--- src/rtl/uart_pkg.sv ---
// uart_pkg: shared types and helpers for the configurable UART transmitter
package uart_pkg;
    localparam int MAX_DATA_BITS = 9;
    typedef enum logic [1:0] {PAR_NONE = 2'b00, PAR_EVEN = 2'b01, PAR_ODD = 2'b10} parity_t;
    typedef enum logic [2:0] {IDLE, START, DATA, PARITY, STOP} tx_state_t;
    typedef struct packed {
        logic [MAX_DATA_BITS-1:0] data;
        parity_t                  parity;
        logic                     two_stop;
    } frame_cfg_t;
    function automatic parity_t to_parity(input logic [1:0] mode);
        return (mode == 2'b01) ? PAR_EVEN : (mode == 2'b10) ? PAR_ODD : PAR_NONE;
    endfunction
endpackage

--- src/rtl/uart_baud_cnt.sv ---
// uart_baud_cnt: bit-period counter pulsing bit_end on the last clock of each bit
module uart_baud_cnt #(
    parameter int BAUD_DIV = 2604
) (
    input  logic clk,
    input  logic rst,
    input  logic clr,
    input  logic en,
    output logic bit_end
);
    localparam int W = $clog2(BAUD_DIV);
    logic [W-1:0] cnt;
    assign bit_end = en && !clr && cnt == W'(BAUD_DIV - 1);
    always_ff @(posedge clk) begin
        if (rst || clr || bit_end) cnt <= '0;
        else if (en) cnt <= cnt + 1'b1;
    end
endmodule

--- src/rtl/uart_tx_cfg.sv ---
// uart_tx_cfg: UART transmitter with per-frame length/parity/stop config and one-entry holding buffer
module uart_tx_cfg
    import uart_pkg::*;
#(
    parameter int BAUD_DIV  = 2604,
    parameter int DATA_BITS = 8
) (
    input  logic                 clk,
    input  logic                 rst,
    input  logic                 trmt,
    input  logic [DATA_BITS-1:0] tx_data,
    input  logic [1:0]           parity_mode,
    input  logic                 two_stop,
    output logic                 TX,
    output logic                 tx_rdy,
    output logic                 busy,
    output logic                 tx_done
);
    localparam int IW = $clog2(DATA_BITS);
    tx_state_t            state;
    frame_cfg_t           cur, hold, in_cfg;
    logic [DATA_BITS-2:0] sh;
    logic [IW-1:0]        bit_idx;
    logic                 stop2, hold_full, bit_end, acc, par_bit, frame_end;
    assign in_cfg    = '{data: MAX_DATA_BITS'(tx_data), parity: to_parity(parity_mode), two_stop: two_stop};
    assign tx_rdy    = !hold_full;
    assign acc       = trmt && tx_rdy;
    assign par_bit   = ^cur.data ^ (cur.parity == PAR_ODD);
    assign frame_end = state == STOP && bit_end && (!cur.two_stop || stop2);
    uart_baud_cnt #(.BAUD_DIV(BAUD_DIV)) u_baud (
        .clk     (clk),
        .rst     (rst),
        .clr     (state == IDLE),
        .en      (busy),
        .bit_end (bit_end)
    );
    always_ff @(posedge clk) begin
        if (rst) begin
            state     <= IDLE;
            TX        <= 1'b1;
            busy      <= 1'b0;
            tx_done   <= 1'b0;
            hold_full <= 1'b0;
            bit_idx   <= '0;
            stop2     <= 1'b0;
            sh        <= '0;
            cur       <= '0;
            hold      <= '0;
        end else begin
            if (acc) tx_done <= 1'b0;
            if (acc && state != IDLE && !frame_end) begin
                hold      <= in_cfg;
                hold_full <= 1'b1;
            end
            case (state)
                IDLE: if (acc) begin
                    cur   <= in_cfg;
                    state <= START;
                    TX    <= 1'b0;
                    busy  <= 1'b1;
                end
                START: if (bit_end) begin
                    state   <= DATA;
                    TX      <= cur.data[0];
                    sh      <= cur.data[DATA_BITS-1:1];
                    bit_idx <= '0;
                end
                DATA: if (bit_end) begin
                    if (bit_idx == IW'(DATA_BITS - 1)) begin
                        state <= (cur.parity == PAR_NONE) ? STOP : PARITY;
                        TX    <= (cur.parity == PAR_NONE) ? 1'b1 : par_bit;
                        stop2 <= 1'b0;
                    end else begin
                        bit_idx <= bit_idx + 1'b1;
                        TX      <= sh[0];
                        sh      <= sh >> 1;
                    end
                end
                PARITY: if (bit_end) begin
                    state <= STOP;
                    TX    <= 1'b1;
                    stop2 <= 1'b0;
                end
                STOP: if (bit_end) begin
                    if (!frame_end) stop2 <= 1'b1;
                    else if (hold_full || acc) begin
                        cur       <= hold_full ? hold : in_cfg;
                        hold_full <= 1'b0;
                        state     <= START;
                        TX        <= 1'b0;
                    end else begin
                        state   <= IDLE;
                        busy    <= 1'b0;
                        tx_done <= 1'b1;
                    end
                end
                default: state <= IDLE;
            endcase
        end
    end
endmodule

--- config.mk ---
export PLATFORM = sky130hd
export DESIGN_NAME = uart_tx_cfg
export DESIGN_NICKNAME = d
export VERILOG_FILES = /design/src/rtl/uart_pkg.sv /design/src/rtl/uart_baud_cnt.sv /design/src/rtl/uart_tx_cfg.sv
export SDC_FILE = /design/constraint.sdc
export NUM_CORES = 1
export LEC_CHECK = 0
export CAP_MARGIN = 0
export CORE_ASPECT_RATIO = 1.25
export CORE_MARGIN = 2
export CORE_UTILIZATION = 48
export CTS_CLUSTER_DIAMETER = 50
export DETAILED_ROUTE_END_ITERATION = 10
export GPL_TIMING_DRIVEN = 0
export PLACE_DENSITY = 0.74
export SYNTH_ARGS = -nofsm -noshare
export SYNTH_HDL_FRONTEND = slang
export SYNTH_SLANG_ARGS = --single-unit
--- constraint.sdc ---
create_clock -name clk -period 2 [get_ports clk]
set_input_delay 0.4 -clock clk [delete_from_list [all_inputs] [get_ports clk]]
set_output_delay 0.4 -clock clk [all_outputs]
set_load 0.005 [all_outputs]
* After elaboration in Yosys (flattened, before gate mapping)
Index checks and enable logic that the tools add are counted.
** Word-level totals
- Register bits after elaboration :: 53
- Input port bits :: 14
- Output and inout port bits :: 4
- Logic and storage cells :: 124
** Cells by class
- $add $sub $neg :: 2
- Eq/ne operators :: 20
- Multiplexer cells :: 57
- Bitwise gates (word level) :: 1
- Reductions and logical operators :: 29
** Operator list (number)
- 12-bit two-way mux :: 4
- 3-bit two-way mux :: 11
- 1-bit two-way mux :: 29
- 12-bit one-hot mux with 2 select lines :: 1
- 7-bit two-way mux :: 3
- 2-bit inequality test (second input constant) :: 10
- 3-bit one-hot mux with 5 select lines :: 1
- 7-bit one-hot mux with 2 select lines :: 1
- 12-bit by 1-bit adder with 12-bit output (second input constant) :: 1
- 12-bit == test (second input constant) :: 1
- 11-bit two-way mux :: 1
- 5-bit AND reduction :: 2
- 9-bit XOR reduction :: 1
- 8-bit AND reduction :: 1
- 1-bit logical AND :: 7
- 7-bit AND reduction :: 1
- 3-bit by 2-bit == test with 1-bit output (second input constant) :: 2
- 3-bit == test (second input constant) :: 2
- 3-bit one-hot mux with 2 select lines :: 1
- 6-bit AND reduction :: 1
- 3-bit nonzero test :: 2
- 1-bit one-hot mux with 5 select lines :: 1
- 5-bit nonzero test :: 1
- 2-bit == test (second input constant) :: 2
- other kinds (14) :: 22

* Logic depth before layout (Yosys ltp)
Gate-level depths: netlist of the first run.
- Depth after elaboration :: 13
- Gate-level depth with buffers :: 8
- Gate-level depth less buffers :: 7

* Cells and area by module
A second synthesis of the first run with hierarchy kept.
** Unflattened totals
- Cells, all modules :: 290
- Area, all modules :: 2635.0 µm²
** By module, submodules not included
- uart_tx_cfg :: times used 1, cells an instance 225, area each 2044.5 µm², seq. area each 800.8 µm²
- uart_baud_cnt :: times used 1, cells an instance 65, area each 590.6 µm², seq. area each 240.2 µm²

* Worst setup path before layout of the first run
No wires, ideal clock.
- Kind :: reg-to-reg
- From :: register u_baud.cnt[0]
- To :: register state[0]
- Setup time :: 0.070 ns
- Arrival time :: 1.691 ns
- Required time :: 1.930 ns
- Path slack :: 0.238 ns
- Stages on the path, launching flop included :: 8
- Path buffers :: 1
- Clock period less this slack :: 1.762 ns
- Cells stage by stage :: dfxtp_1 > ha_1 > and2_0 > nand4_4 > buf_6 > a32o_1 > or3_1 > a21oi_1
** Between the ends
- Cells in the longest elaborated chain, start to end :: 6
- Elaborated cells on any way between the ends :: 10
- Those cells by class :: eq/ne (6); reduce/logical (4)
** Ends and longest elaborated chain
- from (decl) :: line uart_baud_cnt.sv:12 : logic [W-1:0] cnt;
- from (signal assigned) :: line uart_baud_cnt.sv:16 : else if (en) cnt <= cnt + 1'b1;
- 12-bit == test (*) :: line uart_baud_cnt.sv:13 : assign bit_end = en && !clr && cnt == W'(BAUD_DIV - 1);
- 1-bit logical AND (*) :: line uart_baud_cnt.sv:13
- 1-bit logical AND (2 in series) :: line uart_tx_cfg.sv:29 : assign frame_end = state == STOP && bit_end && (!cur.two_stop || stop2);
- 2-bit inequality test (no source line)
- 7-bit AND reduction (no source line) (*)
- to (signal assigned) :: line uart_tx_cfg.sv:70 : state <= (cur.parity == PAR_NONE) ? STOP : PARITY;
- to (decl) :: line uart_tx_cfg.sv:20 : tx_state_t state;
Every way passes the cells marked *; elsewhere a longest branch is shown, timed or not.
A chain may end at the register's enable or synchronous reset.

* Worst setup path after layout of the first run
- From :: register u_baud.cnt[0]
- To :: register cur[1] (netlist bit)
** Between the ends
- Cells in the longest elaborated chain, start to end :: 6
- Elaborated cells on any way between the ends :: 7
- Those cells by class :: eq/ne (3); reduce/logical (4)
** Ends and longest elaborated chain
- 12-bit == test (*) :: line uart_baud_cnt.sv:13
- 1-bit logical AND (*) :: line uart_baud_cnt.sv:13
- 1-bit logical AND (2 in series) :: line uart_tx_cfg.sv:29
- 2-bit inequality test (no source line)
- 5-bit AND reduction (no source line) (*)
- to (signal assigned) :: line uart_tx_cfg.sv:57 : cur <= in_cfg;
- to (signal assigned) :: line uart_tx_cfg.sv:87 : cur <= hold_full ? hold : in_cfg;
- to (decl) :: line uart_tx_cfg.sv:21 : frame_cfg_t cur, hold, in_cfg;
Marked as above.

==> results of run 1 <==
-- final cells by class --
class | count | share of cell area
Clock inverter | 2 | 0.0191
Tap cell | 64 | 0.0255
Clock buffer | 5 | 0.0219
Inverter | 5 | 0.00598
Timing Repair Buffer | 19 | 0.0590
Buffer | 20 | 0.0526
Multi-Input combinational cell | 216 | 0.484
Sequential cell | 52 | 0.332
-- timing repair --
action	4_1_cts	5_1_grt
endpoints found under the setup margin	3	27
gates resized for setup	0	9
hold buffers	0	0
setup buffers	2	0
endpoints found under the hold margin	0	0
gates cloned	0	0
pin swaps	1	1
-- worst paths after layout --
kind	end	depth (start not counted)
max reg2reg	cur[1]$_SDFFE_PP0P_	8
min reg2reg	bit_idx[2]$_SDFFE_PP0P_	2
min	bit_idx[2]$_SDFFE_PP0P_	2
max	cur[1]$_SDFFE_PP0P_	8
-- flip-flops by register name, summed over array words and instances (netlist names) --
name	count
tx_done	1
stop2	1
hold_full	1
u_baud.cnt	12
TX	1
busy	1
state	3
bit_idx	3
sh	7
hold	11
cur	11
-- worst register-to-register path: cells and delay by family, from the launching register on --
kind | cells | cell delay (ns)
compound gates | 2 | 0.40
fa+ha+maj | 1 | 0.23
buf+inv | 2 | 0.30
flops | 1 | 0.34
simple gates | 3 | 0.45
-- routing by layer --
layer	global-route usage	vias to the layer above	wire length, um
met5	0	-	0
met4	0.0635	0	61
met3	0.0399	5	153
met2	0.334	24	2760
met1	0.215	1009	2300
li1	-	1086	-
-- logic make-up (layout without fill, tap and decap cells) --
group,count (synthesis),after routing
adders and majority gates,3,3
AOI/OAI and AO/OA,58,58
and+or+nand+nor,107,107
xor gates and xnor gates,18,18
buffers and inverters,25,51
muxes,30,30
DFF,52,52
-- synthesized netlist by cell type (2+ instances only) --
| master | n |
|---|---|
| xor2_1 | 8 |
| ha_1 | 3 |
| a311oi_1 | 9 |
| a2111oi_0 | 2 |
| nor2b_1 | 2 |
| nand3b_1 | 3 |
| a211oi_1 | 6 |
| nor3_4 | 2 |
| nand2b_1 | 26 |
| a21oi_1 | 29 |
| inv_1 | 4 |
| buf_6 | 4 |
| buf_4 | 4 |
| nor3b_1 | 3 |
| nor2_1 | 27 |
| nand3_1 | 6 |
| dfxtp_1 | 52 |
| mux2i_1 | 29 |
| o211ai_1 | 2 |
| and3_1 | 3 |
| xnor2_1 | 10 |
| nor3_1 | 8 |
| o21ai_0 | 3 |
| clkbuf_8 | 3 |
| nand4_1 | 2 |
| or3b_2 | 2 |
| nand2_1 | 11 |
| clkbuf_1 | 7 |
-- report_power, final --
group / leakage, nW / total (mW) / switching, mW / internal (mW)
combinational: 0.575 / 0.355 / 0.172 / 0.183
sequential: 0.423 / 1.12 / 0.0399 / 1.08
clock: 0.0642 / 0.835 / 0.342 / 0.493
-- layout by cell type (no fill, tap or decap), types with 2 or more instances in the layout --
| cell | Yosys | layout |
|---|---|---|
| nor2_2 | 1 | 2 |
| nand2b_1 | 26 | 26 |
| nor3_1 | 8 | 8 |
| buf_4 | 4 | 5 |
| nor3b_1 | 3 | 3 |
| clkbuf_8 | 3 | 8 |
| nand2_1 | 11 | 11 |
| clkdlybuf4s50_1 | 0 | 17 |
| nor3_4 | 2 | 2 |
| a211oi_1 | 6 | 6 |
| nand4_1 | 2 | 2 |
| o211ai_1 | 2 | 2 |
| a311oi_1 | 9 | 9 |
| xor2_1 | 8 | 8 |
| nand3b_1 | 3 | 3 |
| ha_1 | 3 | 3 |
| and3_1 | 3 | 3 |
| inv_1 | 4 | 4 |
| xnor2_1 | 10 | 10 |
| a21oi_1 | 29 | 28 |
| clkbuf_1 | 7 | 6 |
| nand3_1 | 6 | 6 |
| dfxtp_1 | 52 | 52 |
| or3b_2 | 2 | 2 |
| mux2i_1 | 29 | 29 |
| bufinv_16 | 0 | 2 |
| o21ai_0 | 3 | 3 |
| nor2_1 | 27 | 26 |
| nor2b_1 | 2 | 2 |
| buf_6 | 4 | 5 |
==> results.json, run 1 <==
{
  "status": "completed",
  "synth_top_area_frac": 0.382,
  "dieArea_um2": 6300,
  "path_delay_family": "simple AND/OR/NAND/NOR gates",
  "floorplan.core_area_um2": 5440,
  "muxShareOfSynthArea": 0.111,
  "cts.htree.levels": 2,
  "routed_vias": 2124,
  "height_of_the_chip_um": 88.2,
  "post_synth.cell_area_avg_um2": 9.30,
  "gpl.final_weighted_congestion": 0.834,
  "route.detailed.drc": 0,
  "netlist_instances": 293,
  "clkLatencyLatePin_ns": 0.31,
  "fin_worst_skew_ns": 0.00902,
  "maxCapViolations": 0,
  "cts_tree": "yes",
  "fraction_of_the_mapped_netlist_area_in_compound_gates": 0.136,
  "holdCritPathClass": "reg -> reg",
  "slowest_stage": "dfxtp_1",
  "crit_start": "u_baud.cnt[0]$_SDFFE_PP0P_",
  "maximum_number_of_pins_on_one_net_before_global_route_repair": 16,
  "netlist_top_cells_area": "dfxtp_1 (38%), mux2i_1 (11%), nand2b_1 (6.0%), a21oi_1 (5.3%), nor2_1 (3.7%)",
  "power_per_cell_area_nw_per_um2": 736,
  "critical_path_arrival_ns": 2.02,
  "numPortBuffers": 17,
  "cell_type_with_the_highest_aggregate_area_in_the_netlist": "dfxtp_1",
  "synthesized_nets": 310,
  "slew-limit-headroom": 0.639,
  "dpl-instance-area_um2": 2970,
  "whs_ns": 0.477,
  "fin_tns_setup_ns": 0,
  "regArea_um2": 1040,
  "drt_pre_antenna_iters": 4,
  "grt.total_usage": 0.185,
  "cp_num_buf_inv": 2,
  "finalSetupViolCount": 0,
  "critical-path-max-stage-delay_ns": 0.34,
  "clockBufferDepth": 2,
  "critical_path.startpoint_type": "flip-flop",
  "vias_per_cell": 5.55,
  "nets": 336,
  "overflow": 0,
  "worstReg2RegStart": "u_baud.cnt[0]$_SDFFE_PP0P_",
  "fin_area_um2": 3140,
  "post_synthesis_sequential_element_count": 52,
  "pre_cts_slack_ns": -0.190,
  "antenna_violating_nets_post_route": 0,
  "critical_path.max_fanout": 10,
  "number_of_global_route_vias_before_repair": 2154,
  "ys.flop_type": "dfxtp_1",
  "finish.utilization": 0.577,
  "worst-setup-path-type": "reg -> reg",
  "final_min_period_over_clock_period": 0.926,
  "design_power_total_mw": 2.31,
  "cts.root.buffer_cell": "clkbuf_8",
  "finalCriticalPeriod_ns": 1.85,
  "number_of_flops_mapped_to_enable_cells_by_yosys": 0,
  "first_pass_grt_wire_length_um": 9470,
  "initialDrtViolationCount": 51,
  "async_reset_ff_frac": 0,
  "largest_voltage_drop_on_the_vdd_net_v": 0.000547,
  "r2r_setup_slack_ns": 0.15,
  "floorplan.initialDensity": 0.500,
  "synth-adder-area-share": 0.0138,
  "p_leak_nw": 1.06,
  "n_fill_cell": 507,
  "std_cell_rows": 30,
  "synthToLayoutAreaGrowth_pct": 15.3,
  "totalWireLength_um": 5270,
  "critPathCaptureType": "flip-flop",
  "synth-simple-area-share": 0.233,
  "timing_max_transition_violations_final": 0,
  "multi_input_comb_area_um2": 1520,
  "synth_top_family_by_area": "simple AND/OR/NAND/NOR gates",
  "finish.cell_count_without_fillers": 383,
  "n_antenna_cell": 0,
  "antenna_found_initial": 0,
  "pin_count": 18,
  "fraction_of_final_layout_cells_with_drive_strength_greater_than_1": 0.119,
  "post-place-cells": 374,
  "floorplan.die.width_um": 71.4,
  "synth_area_um2": 2720,
  "netlist-cell-type-count": 51,
  "clock-sinks": 52,
  "yosys_warn_count": 0,
  "worst_slack_ns": 0.148,
  "worst_setup_hold_path_clk_slew_ns": 0.09,
  "finalHoldViolations": 0,
  "worstHoldStart": "bit_idx[2]$_SDFFE_PP0P_",
  "rsz_0062_raised_after_global_routing": "false",
  "detailed_place_hpwl_um": 3870,
  "critical_path_required_ns": 2.17,
  "routed_wire_length_per_instance_um": 13.8,
  "max_clock_freq_ghz": 0.540,
  "worst_pin_slew_ns": 0.542,
  "yosys.area_share.xor_xnor": 0.0579,
  "numCtsBuffers": 5,
  "seq_area_frac_synth": 0.382,
  "path_cells": "ha_1, and2_4, and4_1, buf_6, a31o_2, buf_4, a21oi_1, nor3_1"
}
Power figures use the tool's default switching activity.
==> run 2, diff against run 1 <==
==> constraint.sdc (replaced) <==
create_clock -name clk -period 2.25 [get_ports clk]
set_input_delay 0.45 -clock clk [delete_from_list [all_inputs] [get_ports clk]]
set_output_delay 0.45 -clock clk [all_outputs]
set_load 0.005 [all_outputs]
==> results.json, run 2 (same netlist as run 1, synthesis figures left out) <==
{
  "routed-wl-met3_um": 158,
  "finalSetupViolCount": 0,
  "fin_area_um2": 3100,
  "cts_repair_resize_count": 0,
  "floorplan.core_area_um2": 5440,
  "route.top_layer_used": "met4",
  "initialDrtViolationCount": 35,
  "r2r_setup_slack_ns": 0.20,
  "critical_path.startpoint_type": "flip-flop",
  "largestRegisters": "u_baud.cnt: 12 flops, cur: 11 flops, hold: 11 flops",
  "n_antenna_cell": 0,
  "number_of_global_route_vias_before_repair": 2123,
  "antenna_found_initial": 0,
  "path_cells": "ha_1, ha_1, nor2_1, mux2i_1, nor3_4, buf_4, nor2_1, a211oi_1",
  "dieArea_um2": 6300,
  "grt.total_usage": 0.182,
  "routed_vias": 2112,
  "max_flop_register": "u_baud.cnt",
  "status": "completed",
  "fin_tns_setup_ns": 0,
  "cts.htree.levels": 2,
  "power_per_cell_area_nw_per_um2": 660,
  "totalWireLength_um": 5180,
  "nets": 334,
  "finalCriticalPeriod_ns": 2.05,
  "detailed_place_hpwl_um": 3870,
  "slowest_stage": "nor3_4",
  "numCtsBuffers": 5,
  "met2_wirelength_um": 2680,
  "vias_per_cell": 5.54,
  "floorplan.die.width_um": 71.4,
  "worst_pin_slew_ns": 0.536,
  "cts_tree": "yes",
  "clockBufferDepth": 2,
  "clkLatencyLatePin_ns": 0.31,
  "cts.root.buffer_cell": "clkbuf_8",
  "numPortBuffers": 17,
  "largest_voltage_drop_on_the_vdd_net_v": 0.000485,
  "fin_worst_skew_ns": 0.00793,
  "height_of_the_chip_um": 88.2,
  "final_cell_mix": "dfxtp_1 (52), a21oi_1 (29), mux2i_1 (29)",
  "critical_path_required_ns": 2.47,
  "maxCapViolations": 0,
  "cts_hold_buf": 0,
  "cp_num_buf_inv": 1,
  "fraction_of_final_layout_cells_with_drive_strength_greater_than_1": 0.101,
  "std_cell_rows": 30,
  "post_cts_buffers": 0,
  "maximum_number_of_pins_on_one_net_before_global_route_repair": 16,
  "max_clock_freq_ghz": 0.489,
  "most_common_library_cell_in_the_layout_ignoring_fill_and_taps": "dfxtp_1",
  "overflow": 0,
  "gpl.final_weighted_congestion": 0.834,
  "holdCritPathClass": "reg -> reg",
  "pin_count": 18,
  "worst-setup-path-type": "reg -> reg",
  "timing_max_transition_violations_final": 0,
  "routed_wire_length_per_instance_um": 13.6,
  "met1_length_um": 2290,
  "first_pass_grt_wire_length_um": 9340,
  "worst_setup_hold_path_clk_slew_ns": 0.09,
  "floorplan.initialDensity": 0.500,
  "synthToLayoutAreaGrowth_pct": 13.9,
  "slew-limit-headroom": 0.642,
  "dpl-instance-area_um2": 2970,
  "n_fill_cell": 505,
  "rsz_0062_raised_after_global_routing": "false",
  "critical_path_arrival_ns": 2.27,
  "drt_pre_antenna_iters": 4,
  "max_ffs_per_register": 12,
  "critPathCaptureType": "flip-flop",
  "antenna_violating_nets_post_route": 0,
  "route.detailed.drc": 0,
  "finalHoldViolations": 0,
  "final_min_period_over_clock_period": 0.910,
  "p_leak_nw": 1.04,
  "path_delay_family": "simple AND/OR/NAND/NOR gates",
  "critical-path-max-stage-delay_ns": 0.35,
  "critical_path.max_fanout": 10,
  "clock-sinks": 52
}
==> run 2: cell count changes in the layout (fill, tap and decap cells not counted), sizes merged <==
cell | before | now
buf | 11 | 9
==> run 2: layout make-up <==
class / count / area (um^2) / area share
buffer: 20 / 160 / 0.0516
clock buffer: 5 / 68.8 / 0.0222
clock inverter: 2 / 60.1 / 0.0194
inverter: 5 / 18.8 / 0.00605
multi-input combinational: 216 / 1500 / 0.485
sequential: 52 / 1040 / 0.335
tap: 64 / 80.1 / 0.0258
timing repair buffer: 17 / 170 / 0.0548
==> run 2: final timing paths <==
kind                                                 to  depth (start not counted)                     from
worst max-delay path                 sh[4]$_SDFFE_PP0P_                          8  bit_idx[0]$_SDFFE_PP0P_
worst min-delay path            bit_idx[2]$_SDFFE_PP0P_                          2  bit_idx[2]$_SDFFE_PP0P_
worst max register to register       sh[4]$_SDFFE_PP0P_                          8  bit_idx[0]$_SDFFE_PP0P_
worst min register to register  bit_idx[2]$_SDFFE_PP0P_                          2  bit_idx[2]$_SDFFE_PP0P_
==> run 2: power breakdown <==
part / switching [mW] / internal, mW / total, mW
clock: 0.303 / 0.438 / 0.741
combinational: 0.152 / 0.159 / 0.311
sequential: 0.0351 / 0.959 / 0.994
total: 0.490 / 1.56 / 2.05
==> run 2: worst reg2reg max path: stages (launching register included) <==
cell	delay, ns
dfxtp_1	0.34
ha_1	0.20
ha_1	0.24
nor2_1	0.18
mux2i_1	0.14
nor3_4	0.35
buf_4	0.26
nor2_1	0.05
a211oi_1	0.20
==> run 2: per-layer routing <==
metal	up-vias	GRT usage
li1	1086	-
met1	989	0.213
met2	31	0.328
met3	6	0.0399
met4	0	0.0635
met5	-	0
==> run 2: metrics by stage <==
stage | setup slack [ns] | std cells | util | hold WS [ns] | power [mW]
after floorplan | 0.488 | 293 | - | 0.440 | 1.24
after global placement | 0.0160 | 374 | 0.546 | 0.458 | 1.32
after detailed placement | 0.00980 | 374 | 0.546 | 0.460 | 1.33
after CTS | 0.189 | 381 | 0.570 | 0.477 | 2.07
after global routing | 0.0540 | 381 | 0.570 | 0.509 | 2.13
final | 0.203 | 381 | 0.570 | 0.477 | 2.05
==> run 3, diff against run 2 <==
--- a/config.mk
+++ b/config.mk
@@ -12,7 +12,7 @@
 export CTS_CLUSTER_DIAMETER = 50
 export DETAILED_ROUTE_END_ITERATION = 10
 export GPL_TIMING_DRIVEN = 0
-export PLACE_DENSITY = 0.74
+export PLACE_DENSITY_LB_ADDON = 0.08
 export SYNTH_ARGS = -nofsm -noshare
 export SYNTH_HDL_FRONTEND = slang
 export SYNTH_SLANG_ARGS = --single-unit
==> results.json, run 3 (same netlist as run 1, synthesis figures left out) <==
{
  "status": "completed",
  "design_power_total_mw": 2.01,
  "totalWireLength_um": 5390,
  "worst-setup-path-type": "reg -> reg",
  "route.detailed.drc": 0,
  "clock-sinks": 52,
  "final_cell_mix": "dfxtp_1 (52), a21oi_1 (29), mux2i_1 (29)",
  "worst_setup_hold_path_clk_slew_ns": 0.09,
  "worst_pin_slew_ns": 0.554,
  "grt.total_usage": 0.183,
  "clkLatencyLatePin_ns": 0.31,
  "worst_slack_ns": 0.235,
  "critical_path.startpoint_type": "flip-flop",
  "largest_voltage_drop_on_the_vdd_net_v": 0.000318,
  "post_cts_buffers": 0,
  "path_delay_family": "simple AND/OR/NAND/NOR gates",
  "gpl.final_weighted_congestion": 0.762,
  "largestRegisters": "u_baud.cnt: 12 flops, cur: 11 flops, hold: 11 flops",
  "finish.cell_count_without_fillers": 382,
  "std_cell_rows": 30,
  "critical-path-max-stage-delay_ns": 0.34,
  "cp_num_buf_inv": 1,
  "power_per_cell_area_nw_per_um2": 648,
  "max_flop_register": "u_baud.cnt",
  "initialDrtViolationCount": 43,
  "number_of_global_route_vias_before_repair": 2088,
  "p_leak_nw": 1.04,
  "antenna_found_initial": 0,
  "maximum_number_of_pins_on_one_net_before_global_route_repair": 16,
  "finalCriticalPeriod_ns": 2.01,
  "post-place-cells": 374,
  "whs_ns": 0.479,
  "path_cells": "ha_1, ha_1, nor2_1, mux2i_1, nor3_4, buf_4, nor2_1, a211oi_1",
  "slew-limit-headroom": 0.630,
  "fin_area_um2": 3100,
  "numPortBuffers": 17,
  "cts_tree": "yes",
  "maxCapViolations": 0,
  "clockBufferDepth": 2,
  "detailed_place_hpwl_um": 3970,
  "numCtsBuffers": 5,
  "fraction_of_final_layout_cells_with_drive_strength_greater_than_1": 0.104,
  "r2r_setup_slack_ns": 0.24,
  "cts_repair_resize_count": 0,
  "max_clock_freq_ghz": 0.496,
  "pin_count": 18,
  "final_min_period_over_clock_period": 0.895,
  "overflow": 0,
  "fin_worst_skew_ns": 0.00724,
  "timing_max_transition_violations_final": 0,
  "routed_wire_length_per_instance_um": 14.1,
  "dieArea_um2": 6300,
  "finalSetupViolCount": 0,
  "n_antenna_cell": 0,
  "vias_per_cell": 5.50,
  "most_common_library_cell_in_the_layout_ignoring_fill_and_taps": "dfxtp_1",
  "critPathCaptureType": "flip-flop",
  "routed_vias": 2101,
  "first_pass_grt_wire_length_um": 9330,
  "nets": 334,
  "drt_pre_antenna_iters": 4,
  "antenna_violating_nets_post_route": 0,
  "height_of_the_chip_um": 88.2,
  "critical_path_arrival_ns": 2.24,
  "finish.utilization": 0.570,
  "holdCritPathClass": "reg -> reg",
  "cts.htree.levels": 2,
  "floorplan.core_area_um2": 5440,
  "slowest_stage": "dfxtp_1",
  "pre_cts_slack_ns": -0.0441,
  "floorplan.initialDensity": 0.500,
  "finalHoldViolations": 0,
  "critical_path_required_ns": 2.47,
  "fin_tns_setup_ns": 0,
  "dpl-instance-area_um2": 2970,
  "rsz_0062_raised_after_global_routing": "false",
  "floorplan.die.width_um": 71.4,
  "cts_hold_buf": 0,
  "cts.root.buffer_cell": "clkbuf_8",
  "synthToLayoutAreaGrowth_pct": 13.8,
  "max_ffs_per_register": 12,
  "critical_path.max_fanout": 10
}
-- run 3: final timing paths --
check	start	endpoint	cells after the start
max	bit_idx[0]$_SDFFE_PP0P_	sh[4]$_SDFFE_PP0P_	8
min	bit_idx[2]$_SDFFE_PP0P_	bit_idx[2]$_SDFFE_PP0P_	2
max reg2reg	bit_idx[0]$_SDFFE_PP0P_	sh[4]$_SDFFE_PP0P_	8
min reg2reg	bit_idx[2]$_SDFFE_PP0P_	bit_idx[2]$_SDFFE_PP0P_	2
-- run 3: final cells by class --
type	instances	area (um^2)
sequential	52	1040
clock buffer	7	96.3
tap	64	80.1
timing repair buffer	17	170
inverter	5	18.8
fill	503	2340
clock inverter	1	30.0
multi-input combinational	216	1500
buffer	20	160
-- run 3: report_power, final --
part           internal (mW)  leakage (nW)  switching, mW
registers              0.959         0.423         0.0329
clock network          0.393        0.0645          0.310
logic                  0.159         0.557          0.154
-- run 3: worst min-delay path, cell delays in order, from the launching register on --
cell and delay [ns]:
dfxtp_1 0.32, nand2b_1 0.06, a21oi_1 0.05
-- run 3: per-layer routing --
| metal | GRT usage | routed length (um) | vias up |
|---|---|---|---|
| met5 | 0 | 0 | - |
| met4 | 0.0755 | 88 | 0 |
| met3 | 0.0342 | 138 | 9 |
| met2 | 0.330 | 2790 | 24 |
| met1 | 0.212 | 2380 | 978 |
| li1 | - | - | 1090 |
